<file path="config.mk">
export PLATFORM = sky130hd
export DESIGN_NAME = matmul_wave_sched
export DESIGN_NICKNAME = d
export VERILOG_FILES = /design/src/rtl/matmul_pkg.sv /design/src/rtl/sched_pe_decode.sv /design/src/rtl/matmul_wave_sched.sv
export SDC_FILE = /design/constraint.sdc
export NUM_CORES = 1
export LEC_CHECK = 0
export ABC_AREA = 0
export BUFFER_PORTS_ARGS = -buffer_cell sky130_fd_sc_hd__buf_4
export CELL_PAD_IN_SITES_DETAIL_PLACEMENT = 1
export CELL_PAD_IN_SITES_GLOBAL_PLACEMENT = 1
export CORE_MARGIN = 4
export CORE_UTILIZATION = 33
export CTS_BUF_LIST = sky130_fd_sc_hd__clkbuf_4 sky130_fd_sc_hd__clkbuf_8 sky130_fd_sc_hd__clkbuf_16
export DETAILED_ROUTE_END_ITERATION = 10
export GPL_TIMING_DRIVEN = 0
export PLACE_DENSITY = 0.85
export SLEW_MARGIN = 20
export SYNTH_ARGS = -nofsm -noshare
export SYNTH_HDL_FRONTEND = slang
export SYNTH_HIERARCHICAL = 1
export SYNTH_SLANG_ARGS = --single-unit
</file>
<file path="constraint.sdc">
create_clock -name clk -period 2.1 [get_ports clk]
set_input_delay 0.105 -clock clk [delete_from_list [all_inputs] [get_ports clk]]
set_output_delay 0.105 -clock clk [all_outputs]
set_load 0.01 [all_outputs]
</file>
<file path="src/rtl/matmul_pkg.sv">
// ============================================================================
// matmul_pkg : shared state encoding and sizing helpers for the MAC wave scheduler
// Rev 1.0
// ============================================================================
`default_nettype none

package matmul_pkg;

  localparam int DEFAULT_N = 3;

  typedef logic [2:0] state_t;

  localparam logic [2:0] S_IDLE  = 3'd0;
  localparam logic [2:0] S_CLEAR = 3'd1;
  localparam logic [2:0] S_RUN   = 3'd2;
  localparam logic [2:0] S_DRAIN = 3'd3;
  localparam logic [2:0] S_DONE  = 3'd4;

  // A diagonal wavefront over an NxN array needs 3N-2 steps to sweep every PE.
  function automatic int steps_f(input int n);
    return 3 * n - 2;
  endfunction

endpackage

`default_nettype wire

</file>
<file path="src/rtl/sched_pe_decode.sv">
// ============================================================================
// sched_pe_decode : per-PE enable / k-index decode for step t of the wavefront
// Rev 1.0
// ============================================================================
`default_nettype none

module sched_pe_decode #(
  parameter int N     = 3,
  parameter int I     = 0,
  parameter int J     = 0,
  parameter int TW    = 3,
  parameter int IDX_W = 2
) (
  input  logic [TW-1:0]    t_i,
  input  logic             run_i,
  output logic             en_o,
  output logic [IDX_W-1:0] k_o
);

  localparam int OFF = I + J;

  logic [TW:0] w_diff;
  logic        w_in_win;

  // PE(i,j) is active while t-i-j lies in [0, N-1]; the difference is then k.
  assign w_diff   = {1'b0, t_i} - (TW+1)'(OFF);
  assign w_in_win = ({1'b0, t_i} >= (TW+1)'(OFF)) && (w_diff <= (TW+1)'(N - 1));
  assign en_o     = run_i && w_in_win;
  assign k_o      = en_o ? IDX_W'(w_diff) : '0;

endmodule

`default_nettype wire

</file>
<file path="src/rtl/matmul_wave_sched.sv">
// ============================================================================
// matmul_wave_sched : clear/run/drain sequencer driving the NxN MAC array
// Rev 1.0
// ============================================================================
`default_nettype none

module matmul_wave_sched
  import matmul_pkg::*;
#(
  parameter int N     = DEFAULT_N,
  parameter int IDX_W = ($clog2(N) < 1) ? 1 : $clog2(N)
) (
  input  logic                              clk,
  input  logic                              Reset,
  input  logic                              start,
  input  logic                              abort,
  output logic                              busy,
  output logic                              done,
  output logic                              result_valid,
  output logic [N*N-1:0]                    mac_clr,
  output logic [N*N-1:0]                    mac_en,
  output logic [N*N*IDX_W-1:0]              mac_k,
  output logic [$clog2(steps_f(N))-1:0]     step
);

  localparam int STEPS  = steps_f(N);
  localparam int STEP_W = $clog2(STEPS);

  state_t              state_q, state_d;
  logic [STEP_W-1:0]   t_q, t_d;
  logic                rv_q, rv_d;
  logic                w_run;

  always_comb begin
    state_d = state_q;
    t_d     = t_q;
    rv_d    = rv_q;
    case (state_q)
      S_IDLE: begin
        if (start) begin
          state_d = S_CLEAR;
          rv_d    = 1'b0;
        end
      end
      S_CLEAR: begin
        state_d = S_RUN;
        t_d     = '0;
      end
      S_RUN: begin
        if (t_q == STEP_W'(STEPS - 1)) begin
          state_d = S_DRAIN;
          t_d     = '0;
        end else begin
          t_d = t_q + 1'b1;
        end
      end
      S_DRAIN: begin
        state_d = S_DONE;
        rv_d    = 1'b1;
      end
      S_DONE:  state_d = S_IDLE;
      default: state_d = S_IDLE;
    endcase
    // Abort overrides everything above, including a start seen in IDLE.
    if (abort) begin
      state_d = S_IDLE;
      t_d     = '0;
      rv_d    = 1'b0;
    end
  end

  always_ff @(posedge clk or posedge Reset) begin
    if (Reset) begin
      state_q <= S_IDLE;
      t_q     <= '0;
      rv_q    <= 1'b0;
    end else begin
      state_q <= state_d;
      t_q     <= t_d;
      rv_q    <= rv_d;
    end
  end

  assign w_run        = (state_q == S_RUN);
  assign busy         = (state_q == S_CLEAR) || w_run || (state_q == S_DRAIN);
  assign done         = (state_q == S_DONE);
  assign result_valid = rv_q;
  assign mac_clr      = {(N*N){state_q == S_CLEAR}};
  assign step         = t_q;

  for (genvar gi = 0; gi < N; gi++) begin : g_row
    for (genvar gj = 0; gj < N; gj++) begin : g_col
      sched_pe_decode #(
        .N     (N),
        .I     (gi),
        .J     (gj),
        .TW    (STEP_W),
        .IDX_W (IDX_W)
      ) u_dec (
        .t_i   (t_q),
        .run_i (w_run),
        .en_o  (mac_en[gi*N+gj]),
        .k_o   (mac_k[(gi*N+gj)*IDX_W +: IDX_W])
      );
    end
  end

endmodule

`default_nettype wire

</file>
==> results list, run 1 <==
- Wire length of the first global-routing pass: 6000 um
- Setup violations remaining at the end of the flow were counted as 0.
* GRT overflow: 0
* Buffers from clock root to sink, at most: 2
- The final route contains 1,282 vias.
- Met1 Track Usage GR: 18.7%
- In this run, the number of DRC markers left after iteration 0 of detailed routing was 60.
* Power per unit of standard cell area: 332 nW/um^2
* Post-synthesis mux area share: 0%
* Hold WC Path Type: in -> reg
- Final critical delay including setup and external delays: 1.99 ns
- STA classifies the critical path startpoint as a register.
- DIE HEIGHT: 70.2 um
- Counting every instance in the synthesized netlist gives 146.
* Gr busiest metal: met2
- Endpoints failing hold: 0
- The number of antenna diodes in the final layout is 0.
- The cell sitting at the root of the clock tree is a sky130_fd_sc_hd__clkbuf_8.
- Worst-path fanout max: 7
- Across the run, the number of max-cap violations was 0.
* Relative slew margins: 72.0%
- For the pin with the worst max-slew slack, the measured transition is 0.419 ns.
- For this run, the total global-route usage over all layers was measured as 14.6%.
* Number of buffers created by CTS: 3
- Number of I/O pins: 46
- M3 GR Usage: 2.73%
- By startpoint and endpoint, the worst setup path is classified as reg -> out.
- Summed over all failing endpoints, the final setup total negative slack is 0 ns.
- Counting flops and latches in the post-synthesis netlist gives 7.
* Maximum resistive drop on vdd: 0.156 mV
- The number of nets handed over by synthesis was 170.
- Clock Pin Slew Worst Setup and Hold Paths: 0.04 ns
- Final period utilization: 94.9%
* Port Buffers: 45
- Largest net degree at the start of global routing: 23
- Of the cells placed in the final design, the portion with a size suffix greater than 1 is 47.4%.
* Result of the run: complete, no violations
* Required time of the critical path: 2.00 ns
* Sequential cell area fraction in the yosys report: 13.7%
* Final routed wire length divided by cell count: 14.1 um
* Synthesized area per cell: 8.74 um^2
- Overall routed net length: 3610 um
* Post-synth EDFFs: 0
* Ys async rst share: 100%
- HPWL Detailed: 2160 um
- The final max-slew violation count came to 0.
- Relative to the synthesized area, the layout overhead comes to 46.0%.
- The die is 70.2 um wide.
* Number of antenna violations at the first check in global routing: 0
- The count of nets left with antenna violations once routing finished came out at 0.
* Compound-Gate Fraction of Synth Area: 16.6%
* Skew-Pair Late Insertion Delay: 0.23 ns
* Worst Setup End Kind: output port
- Post-Synth Simple-Gate Area: 35.3%
* Worst EP arrival: 1.89 ns
- Clock tree skew after final layout: 0.00124 ns
* Number of synthesis warnings: 6
- After detailed routing, the number of vias per cell comes to 4.99.
* FMAX: 0.502 GHz
* Worst hold margin: 0.103 ns
* Core Rows: 22
- Clock tree from TritonCTS: built
- The analysis attributes to cell leakage a power of 0.823 nW.
* Xor and xnor area share after synthesis: 0.686%
- The first detailed-routing pass took 4 iterations.
- Most common flop cell mapped by yosys: sky130_fd_sc_hd__dfrtp_1
- Number of global-route vias before repair: 1,237
- After synthesis, the largest family of logic cells by area is simple AND/OR/NAND/NOR gates.
- Counting distinct cell types in the post-synthesis netlist gives 34.
- Global placement routability congestion: 0.665
* Nets: 234
- Die area: 4930 um^2
- The cell area that synthesis handed to floorplanning was 1280 um^2.
- In the routed design, unresolved DRC markers number 0.
- In the global route stage, met2 resource usage came out at 25.3%.
* Post-synthesis share of cell area spent on full adders, half adders and majority gates: 19.6%
* Clk sink count: 7
* Count of H-tree levels built during CTS: 1
- The floorplan step defined a core boundary enclosing 3690 um^2.
- Initial Util: 34.6%
[critical path, cell delays in order (launching register included)]
cell and delay [ns]:
sky130_fd_sc_hd__dfrtp_4 0.45, sky130_fd_sc_hd__inv_1 0.07, sky130_fd_sc_hd__ha_1 0.19, sky130_fd_sc_hd__ha_1 0.28, sky130_fd_sc_hd__o211ai_1 0.16, sky130_fd_sc_hd__a211oi_1 0.32
sky130_fd_sc_hd__buf_4 0.19
[placed cells by master (no fill, tap or decap), types with 2 or more instances in the layout]
master	Yosys	final
sky130_fd_sc_hd__o211ai_1	2	2
sky130_fd_sc_hd__or3b_1	5	5
sky130_fd_sc_hd__clkbuf_8	0	3
sky130_fd_sc_hd__nand2b_4	3	3
sky130_fd_sc_hd__nand2_1	5	5
sky130_fd_sc_hd__nor2_2	2	2
sky130_fd_sc_hd__nor3b_2	4	4
sky130_fd_sc_hd__ha_1	20	20
sky130_fd_sc_hd__dfrtp_1	7	4
sky130_fd_sc_hd__nand2b_1	7	7
sky130_fd_sc_hd__buf_4	9	65
sky130_fd_sc_hd__buf_6	2	3
sky130_fd_sc_hd__nor4_2	4	4
sky130_fd_sc_hd__nor3_1	6	6
sky130_fd_sc_hd__nand3b_4	2	2
sky130_fd_sc_hd__inv_1	24	24
sky130_fd_sc_hd__nor2_1	9	9
sky130_fd_sc_hd__dfrtp_4	0	3
sky130_fd_sc_hd__a2111oi_2	3	5
sky130_fd_sc_hd__a211oi_1	5	5
sky130_fd_sc_hd__nor3b_4	2	2
sky130_fd_sc_hd__a21oi_1	10	10
[timing repair]
item                       4_1_cts  5_1_grt
setup endpoints to repair       19        8
setup buffers                    7        6
hold buffers                     1        0
hold endpoints to repair         7        0
resized for setup                5        1
pin swaps                        1        0
[power by group]
part	internal, mW	total [mW]	switching (mW)
clock	0.145	0.211	0.0659
combinational	0.124	0.259	0.134
sequential	0.143	0.149	0.00607
[metrics by stage]
step	area (um^2)	total power, mW	util (%)	setup slack (ns)	cells
6_report	1860	0.618	50.5	0.108	257
5_1_grt	1860	0.665	50.5	-0.0504	257
4_1_cts	1820	0.610	49.2	0.0337	251
3_5_place_dp	1680	0.372	45.5	-0.193	239
3_3_place_gp	1680	0.366	45.5	-0.189	239
2_1_floorplan	1280	0.303	-	0.0524	146
[kinds of logic after synthesis]
group | count (synthesis)
and+or+nand+nor | 56
adders and majority gates | 20
buffers and inverters | 35
AOI/OAI and AO/OA | 27
xor gates and xnor gates | 1
DFF | 7
[cells in the mapped netlist, types with 2 or more instances]
library cell	instances	area, um^2
sky130_fd_sc_hd__nor4_2	4	50.1
sky130_fd_sc_hd__a21oi_1	10	50.1
sky130_fd_sc_hd__a2111oi_2	3	45.0
sky130_fd_sc_hd__nor3_1	6	30.0
sky130_fd_sc_hd__nor3b_4	2	37.5
sky130_fd_sc_hd__or3b_1	5	43.8
sky130_fd_sc_hd__nand2b_4	3	41.3
sky130_fd_sc_hd__nor3b_2	4	50.1
sky130_fd_sc_hd__nand2b_1	7	43.8
sky130_fd_sc_hd__a2111oi_1	2	20.0
sky130_fd_sc_hd__nor2_2	2	12.5
sky130_fd_sc_hd__o211ai_1	2	15.0
sky130_fd_sc_hd__ha_1	20	250
sky130_fd_sc_hd__nand2_1	5	18.8
sky130_fd_sc_hd__inv_1	24	90.1
sky130_fd_sc_hd__buf_6	2	22.5
sky130_fd_sc_hd__nand3b_4	2	40.0
sky130_fd_sc_hd__buf_4	9	67.6
sky130_fd_sc_hd__dfrtp_1	7	175
sky130_fd_sc_hd__nor2_1	9	33.8
sky130_fd_sc_hd__a211oi_1	5	37.5
[metal layers]
metal / up-vias / wire length [um]
met5: - / 0
met4: 0 / 30
met3: 4 / 166
met2: 34 / 1850
met1: 610 / 1570
li1: 634 / -
[registers in the layout (all words and copies together) (netlist names)]
name,cells
state_q,3
result_valid,1
step,3
[layout make-up]
| class | count | area (um^2) |
|---|---|---|
| well taps | 48 | 60.1 |
| repair buffers | 59 | 457 |
| flip-flops and latches | 7 | 186 |
| plain buffers | 11 | 90.1 |
| fillers | 459 | 1830 |
| inverters | 24 | 90.1 |
| clock buffers | 4 | 48.8 |
| multi-input cells | 104 | 931 |
[worst paths after layout]
path,startpoint,slack (ns),depth (start not counted),end
setup / recovery,step[1]$_DFFE_PP0P_,0.11,6,mac_en[3]
hold / removal,abort,0.10,2,state_q[0]$_DFFE_PP0P_
setup reg to reg,step[0]$_DFFE_PP0P_,0.29,6,step[1]$_DFFE_PP0P_
hold reg to reg,result_valid$_DFFE_PP0P_,0.59,2,result_valid$_DFFE_PP0P_
max in group asynchronous,Reset,1.48,3,step[0]$_DFFE_PP0P_
min in group asynchronous,Reset,0.37,3,state_q[0]$_DFFE_PP0P_
(Power assumes the default switching activity.)
==> inputs of run 2 (changes only) <==
--- a/config.mk
+++ b/config.mk
@@ -7,14 +7,12 @@
 export LEC_CHECK = 0
 export ABC_AREA = 0
 export BUFFER_PORTS_ARGS = -buffer_cell sky130_fd_sc_hd__buf_4
-export CELL_PAD_IN_SITES_DETAIL_PLACEMENT = 1
-export CELL_PAD_IN_SITES_GLOBAL_PLACEMENT = 1
 export CORE_MARGIN = 4
-export CORE_UTILIZATION = 33
+export CORE_UTILIZATION = 45
 export CTS_BUF_LIST = sky130_fd_sc_hd__clkbuf_4 sky130_fd_sc_hd__clkbuf_8 sky130_fd_sc_hd__clkbuf_16
 export DETAILED_ROUTE_END_ITERATION = 10
 export GPL_TIMING_DRIVEN = 0
-export PLACE_DENSITY = 0.85
+export PLACE_DENSITY = 0.84
 export SLEW_MARGIN = 20
 export SYNTH_ARGS = -nofsm -noshare
 export SYNTH_HDL_FRONTEND = slang
==> run 2 against run 1 <==
Effect of this change:
- utilization is 16 points higher
- global-route usage is 4.1 points higher
- sequential cell count stayed put
- final cell count is 7.0% lower
- sequential share of layout area is 0.30 points higher
- final area is 3.0% lower
- critical path type unchanged
- largest cell class unchanged
==> results list, run 2 (synthesized netlist as in run 1, its figures left out) <==
* Switching part of the total: 35.1%
- Summed over all layers, the routed wires come to 3530 um.
* Power per unit of standard cell area: 296 nW/um^2
* HPWL Detailed: 2250 um
* Number of buffers created by CTS: 3
- Final period utilization: 95.6%
- Number of antenna violations at the first check in global routing: 0
- Peak per-stage delay on the critical path: 0.46 ns
- The clock network accounts for 25.2% of the total power.
- For this run, the detailed router's first-pass iteration total came to 4.
- Crit-path cells: inv_1 > ha_1 > ha_1 > o211ai_1 > a2111oi_1 > buf_4
- Share of total power in sequential cells: 27.7%
* Global-route total usage across every layer: 18.8%
- The first routing iteration left 38 violations.
- Number of cells on the worst reg-to-reg path: 5
- Clk sink count: 7
- STA puts the critical path data required time at 2.00 ns.
- TritonCTS built the clock tree.
- CTS built an H-tree with a depth of 1.
- STA classifies the critical path endpoint as an output port.
- After floorplanning, the core was divided into 19 placement rows.
- Master cell of the clock root buffer: sky130_fd_sc_hd__clkbuf_4
* Startpoint types: register
- Placed Instance Area: 1660 um^2
- The via count of the first global-routing pass is 1,226.
- Leaving out fill and tap cells, the most frequent cell in the layout is sky130_fd_sc_hd__buf_4.
* Result of the run: complete, no violations
- The tightest min-delay check is of the in -> reg type.
- Maximum resistive drop on vdd: 0.336 mV
- For this design the static power due to leakage is 0.808 nW.
- The die is 61.3 um tall.
- The analysis attributes to net switching a power of 0.188 mW.
- Combined buffer and inverter count along the critical path: 2
- The layout has 227 filler cells.
* Critical Path Most Common Cell: sky130_fd_sc_hd__ha_1
- Final routed wire length divided by cell count: 14.8 um
* FMAX: 0.498 GHz
- Port Buffers: 45
- Along the worst path, the maximum fanout reaches 7.
- Sum of negative setup slack: 0 ns
- Detailed routing placed a total of 131 um of wire on met3.
* Remaining routing DRC violations: 0
- Fin. max-slew vios: 0
- Fraction of final layout cells sized beyond drive strength 1: 47.1%
- In the layout the commonest cells are sky130_fd_sc_hd__buf_4 (63), sky130_fd_sc_hd__inv_1 (23), sky130_fd_sc_hd__ha_1 (20).
* Initial Util: 46.7%
- Across the routed clock network, the largest skew measured is 0.00523 ns.
- For the finished layout, the period the worst path requires is 2.01 ns.
* Worst EP arrival: 1.90 ns
* Via density per instance: 5.38
* Number of gates on the worst path with buffers counted: 6
- GRT overflow: 0
* Met2 wire len: 1940 um
- Counting instances, the worst hold path has a depth of 2.
* Transition time of the tightest slew-check pin: 0.448 ns
- In this run, the combinational gates consume 47.1% of the power.
* Number of I/O pins: 46
* Die area: 3750 um^2
* Die X: 61.3 um
* Clock Pin Slew Worst Setup and Hold Paths: 0.05 ns
* Max-capacitance violation count: 0
- Detailed-route via count: 1,286
- Entering global routing, the biggest net connects 23 pins.
- The largest individual stage delay along the critical path comes from the cell sky130_fd_sc_hd__dfrtp_4.
- At the end of routability-driven placement, the weighted congestion stood at 0.697.
- Standard cell core area: 2730 um^2
- Final instance area: 1810 um^2
- Buffers from clock root to sink, at most: 2
- Internal power component: 0.347 mW
- Wire length of the first global-routing pass: 5400 um
* Diode insertion count for antenna repair: 0
* Endpoints failing hold: 0
- Nets: 233
- In this run the tightest slew margin relative to its limit is 70.1%.
- Final setup vio count: 0
- Dominant delay contributor by cell family on the critical path: compound AO/OA/AOI/OAI gates
* Setup CP Type: reg -> out
- Met1 wire length: 1430 um
- Detail Route Antenna Nets: 0
* Top Layer Used: met4
- Skew-Pair Late Insertion Delay: 0.25 ns
- Synth-to-layout area growth: 41.7%
-- run 2: worst paths after layout --
| kind | from | to | slack, ns |
|---|---|---|---|
| worst min register to register | state_q[0]$_DFFE_PP0P_ | state_q[0]$_DFFE_PP0P_ | 0.58 |
| worst min-delay path | abort | step[0]$_DFFE_PP0P_ | 0.07 |
| max in group asynchronous | Reset | step[2]$_DFFE_PP0P_ | 1.52 |
| min in group asynchronous | Reset | result_valid$_DFFE_PP0P_ | 0.34 |
| worst max-delay path | step[1]$_DFFE_PP0P_ | mac_k[2] | 0.09 |
| worst max register to register | step[0]$_DFFE_PP0P_ | step[1]$_DFFE_PP0P_ | 0.41 |
-- run 2: power by group through the flow --
| stage | logic [mW] | clock network (mW) | registers [mW] |
|---|---|---|---|
| after CTS | 0.241 | 0.137 | 0.152 |
| after floorplan | 0.141 | 0 | 0.163 |
| final | 0.252 | 0.135 | 0.148 |
| after global routing | 0.273 | 0.145 | 0.149 |
| after global placement | 0.191 | 0 | 0.166 |
| after detailed placement | 0.203 | 0 | 0.168 |
-- run 2: through the flow --
stage / setup slack [ns] / instances / hold WS (ns) / util, % / power, mW
3_3_place_gp: -0.0356 / 222 / 0.0489 / 60.5 / 0.357
2_1_floorplan: 0.0524 / 146 / -0.0917 / - / 0.303
4_1_cts: 0.0177 / 234 / 0.0668 / 64.6 / 0.530
3_5_place_dp: -0.135 / 222 / 0.0508 / 60.5 / 0.371
5_1_grt: -0.0227 / 239 / 0.0680 / 66.1 / 0.567
6_report: 0.0926 / 239 / 0.0702 / 66.1 / 0.535
-- run 2: area by class of cell --
type	instances	area [um^2]	share of cell area (%)
Buffer	11	90.1	4.98
Tap cell	31	38.8	2.15
Sequential cell	7	186	10.3
Inverter	24	90.1	4.98
Timing Repair Buffer	58	447	24.7
Multi-Input combinational cell	104	926	51.2
Clock buffer	4	30.0	1.66
-- run 2: layer usage --
metal	vias to the layer above	global-route usage, %
li1	631	-
met1	617	20.6
met2	32	37.9
met3	6	0.839
met4	0	5.57
met5	-	0
-- run 2: timing repair --
item / CTS / global route
setup buffers: 7 / 5
resized for setup: 3 / 3
setup endpoints to repair: 20 / 5
pin swaps: 2 / 1
hold buffers: 1 / 0
endpoints found under the hold margin: 7 / 0
==> inputs of run 3 (changes only) <==
--- a/config.mk
+++ b/config.mk
@@ -7,7 +7,7 @@
 export LEC_CHECK = 0
 export ABC_AREA = 0
 export BUFFER_PORTS_ARGS = -buffer_cell sky130_fd_sc_hd__buf_4
-export CORE_MARGIN = 4
+export CORE_MARGIN = 5
 export CORE_UTILIZATION = 45
 export CTS_BUF_LIST = sky130_fd_sc_hd__clkbuf_4 sky130_fd_sc_hd__clkbuf_8 sky130_fd_sc_hd__clkbuf_16
 export DETAILED_ROUTE_END_ITERATION = 10
==> run 3 against run 2 <==
Effect of this change:
- sequential share of layout area hardly changed
- sequential cell count unchanged
- largest power group unchanged
- routed wire length decreased by 0.28%
==> results list, run 3 (synthesized netlist as in run 1, its figures left out) <==
- Final critical delay including setup and external delays: 2.02 ns
* Global-route total usage across every layer: 17.6%
- Diode insertion count for antenna repair: 0
- Measured against its own limit, the worst slew margin works out to 71.7%.
* Core Rows: 19
- For this block, the routed nets add up to 3520 um of wire.
* Worst slack at placement: -0.145 ns
- Number of buffers created by CTS: 3
- The critical path is of the reg -> out type.
- Counting the fill cells in the layout gives 225.
- Combinational share of power: 46.6%
- Final hold analysis gives a worst-case slack of 0.0670 ns.
- DIE HEIGHT: 63.3 um
* Global placement routability congestion: 0.692
- Detail Route Antenna Nets: 0
- In this run the number of H-tree levels came out at 1.
* Skew-Pair Late Insertion Delay: 0.25 ns
- Nets: 232
- Leaving out fill and tap cells, the most frequent cell in the layout is sky130_fd_sc_hd__buf_4.
- Share of total power in sequential cells: 27.9%
- Worst Setup End Kind: output port
* Port Buffers: 45
- Wire length of the first global-routing pass: 5980 um
- Net Switching: 0.192 mW
- Between clock sinks in the finished design, the worst skew comes to 0.0125 ns.
* Die X: 63.3 um
- Final routed wire length divided by cell count: 14.8 um
- Synth-to-layout area growth: 41.4%
* Final core area utilization: 66.0%
- The via count of the first global-routing pass was 1,327.
- Drt initial violations: 34
- Result of the run: complete, no violations
* Initial Util: 46.7%
- TritonCTS built the clock tree.
* Final setup vio count: 0
* Worst-path fanout max: 20
- At the pin with the least slew margin, the transition time is 0.423 ns.
- FMAX: 0.495 GHz
- The multi-input combinational cells in the finished layout cover a total of 931 um^2.
- Buffers from clock root to sink, at most: 2
* Largest net degree at the start of global routing: 23
- Dividing total power by cell area gives a power density of 299 nW/um^2.
- Cell leakage power: 0.804 nW
* Worst EP arrival: 1.92 ns
- Switching part of the total: 35.5%
- In the layout the commonest cells are sky130_fd_sc_hd__buf_4 (63), sky130_fd_sc_hd__inv_1 (24), sky130_fd_sc_hd__ha_1 (20).
- Detailed-route via count: 1,298
- For this design the top-level I/O count stands at 46.
- Clock-pin slew was measured on the worst setup and hold paths at 0.06 ns.
- After layout, the worst setup slack is 0.0785 ns.
* Via density per instance: 5.45
- The tree built by TritonCTS fans out to 7 sinks.
- The initial antenna violation count was 0.
- Master cell of the clock root buffer: sky130_fd_sc_hd__clkbuf_4
- HPWL Detailed: 2240 um
- Number of search-and-repair iterations in the first detailed-routing pass: 4
* Fraction of final layout cells sized beyond drive strength 1: 46.9%
- GRT overflow: 0
* Fin. max-slew vios: 0
* Endpoints failing hold: 0
* Hold WC Path Type: in -> reg
- The die covers 4000 um^2.
- Sequential cell area: 186 um^2
- VDD sags by at most 0.423 mV.
- Internal power component: 0.348 mW
- The worst setup path is launched from a register.
- The floorplan step defined a core boundary enclosing 2730 um^2.
- Share of power burned in the clock network: 25.5%
* Final period utilization: 96.3%
- Across the run, the number of max-cap violations was 0.
- Required time of the critical path: 2.00 ns
* Remaining routing DRC violations: 0
## run 3: cell count changes in the layout (fill, tap and decap cells not counted)
cell | previous run | this run
sky130_fd_sc_hd__buf_6 | 3 | 4
sky130_fd_sc_hd__a2111oi_2 | 4 | 5
sky130_fd_sc_hd__inv_1 | 23 | 24
sky130_fd_sc_hd__buf_8 | 1 | 0
sky130_fd_sc_hd__inv_2 | 1 | 0
sky130_fd_sc_hd__clkbuf_2 | 1 | 0
sky130_fd_sc_hd__a2111oi_1 | 1 | 0
## run 3: repair_timing
item,in CTS,in global routing
pin swaps,0,2
hold buffers,1,0
gates resized for setup,4,2
endpoints found under the setup margin,18,6
hold endpoints to repair,7,0
buffers inserted,6,5
## run 3: worst max-delay path, cell delays in order (launching register included)
cell	delay, ns
sky130_fd_sc_hd__dfrtp_4	0.53
sky130_fd_sc_hd__buf_4	0.15
sky130_fd_sc_hd__buf_4	0.17
sky130_fd_sc_hd__buf_6	0.18
sky130_fd_sc_hd__or3b_1	0.35
sky130_fd_sc_hd__a21oi_1	0.15
sky130_fd_sc_hd__buf_4	0.14
## run 3: per-layer routing
metal | global-route usage [%] | wire length [um] | vias to the layer above
li1 | - | - | 621
met1 | 19.8 | 1380 | 618
met2 | 33.6 | 1900 | 49
met3 | 1.60 | 149 | 10
met4 | 6.75 | 86 | 0
met5 | 0 | 0 | -
## run 3: final timing paths
check                                        from                endpoint  slack [ns]  cells after the start
min in group asynchronous                   Reset  state_q[1]$_DFFE_PP0P_        0.35                      3
max in group asynchronous                   Reset     step[0]$_DFFE_PP0P_        1.50                      3
min reg2reg                state_q[2]$_DFFE_PP0P_  state_q[0]$_DFFE_PP0P_        0.58                      2
min                                         abort  state_q[0]$_DFFE_PP0P_        0.07                      2
max                           step[0]$_DFFE_PP0P_               mac_en[6]        0.08                      6
max reg2reg                   step[0]$_DFFE_PP0P_     step[1]$_DFFE_PP0P_        0.27                      6
## run 3: per-stage QoR
step           total power [mW]  instance area (um^2)   TNS, ns  cells
2_1_floorplan             0.303                  1280         0    146
3_3_place_gp              0.356                  1660   -0.0238    222
3_5_place_dp              0.371                  1660    -0.285    222
4_1_cts                   0.528                  1760         0    233
5_1_grt                   0.573                  1800  -0.00537    238
6_report                  0.540                  1800         0    238
## run 3: power groups by stage
stage          Sequential [mW]  Clock (mW)  Combinational [mW]
2_1_floorplan            0.163           0               0.141
3_3_place_gp             0.165           0               0.191
3_5_place_dp             0.167           0               0.203
4_1_cts                  0.153       0.137               0.237
5_1_grt                  0.151       0.146               0.276
6_report                 0.150       0.138               0.252
## run 3: area by class of cell
type                    count  share of cell area [%]
multi-input cells         104                    51.6
repair buffers             57                    24.3
flip-flops and latches      7                    10.3
plain buffers              11                    4.99
inverters                  24                    4.99
well taps                  31                    2.15
clock buffers               4                    1.66
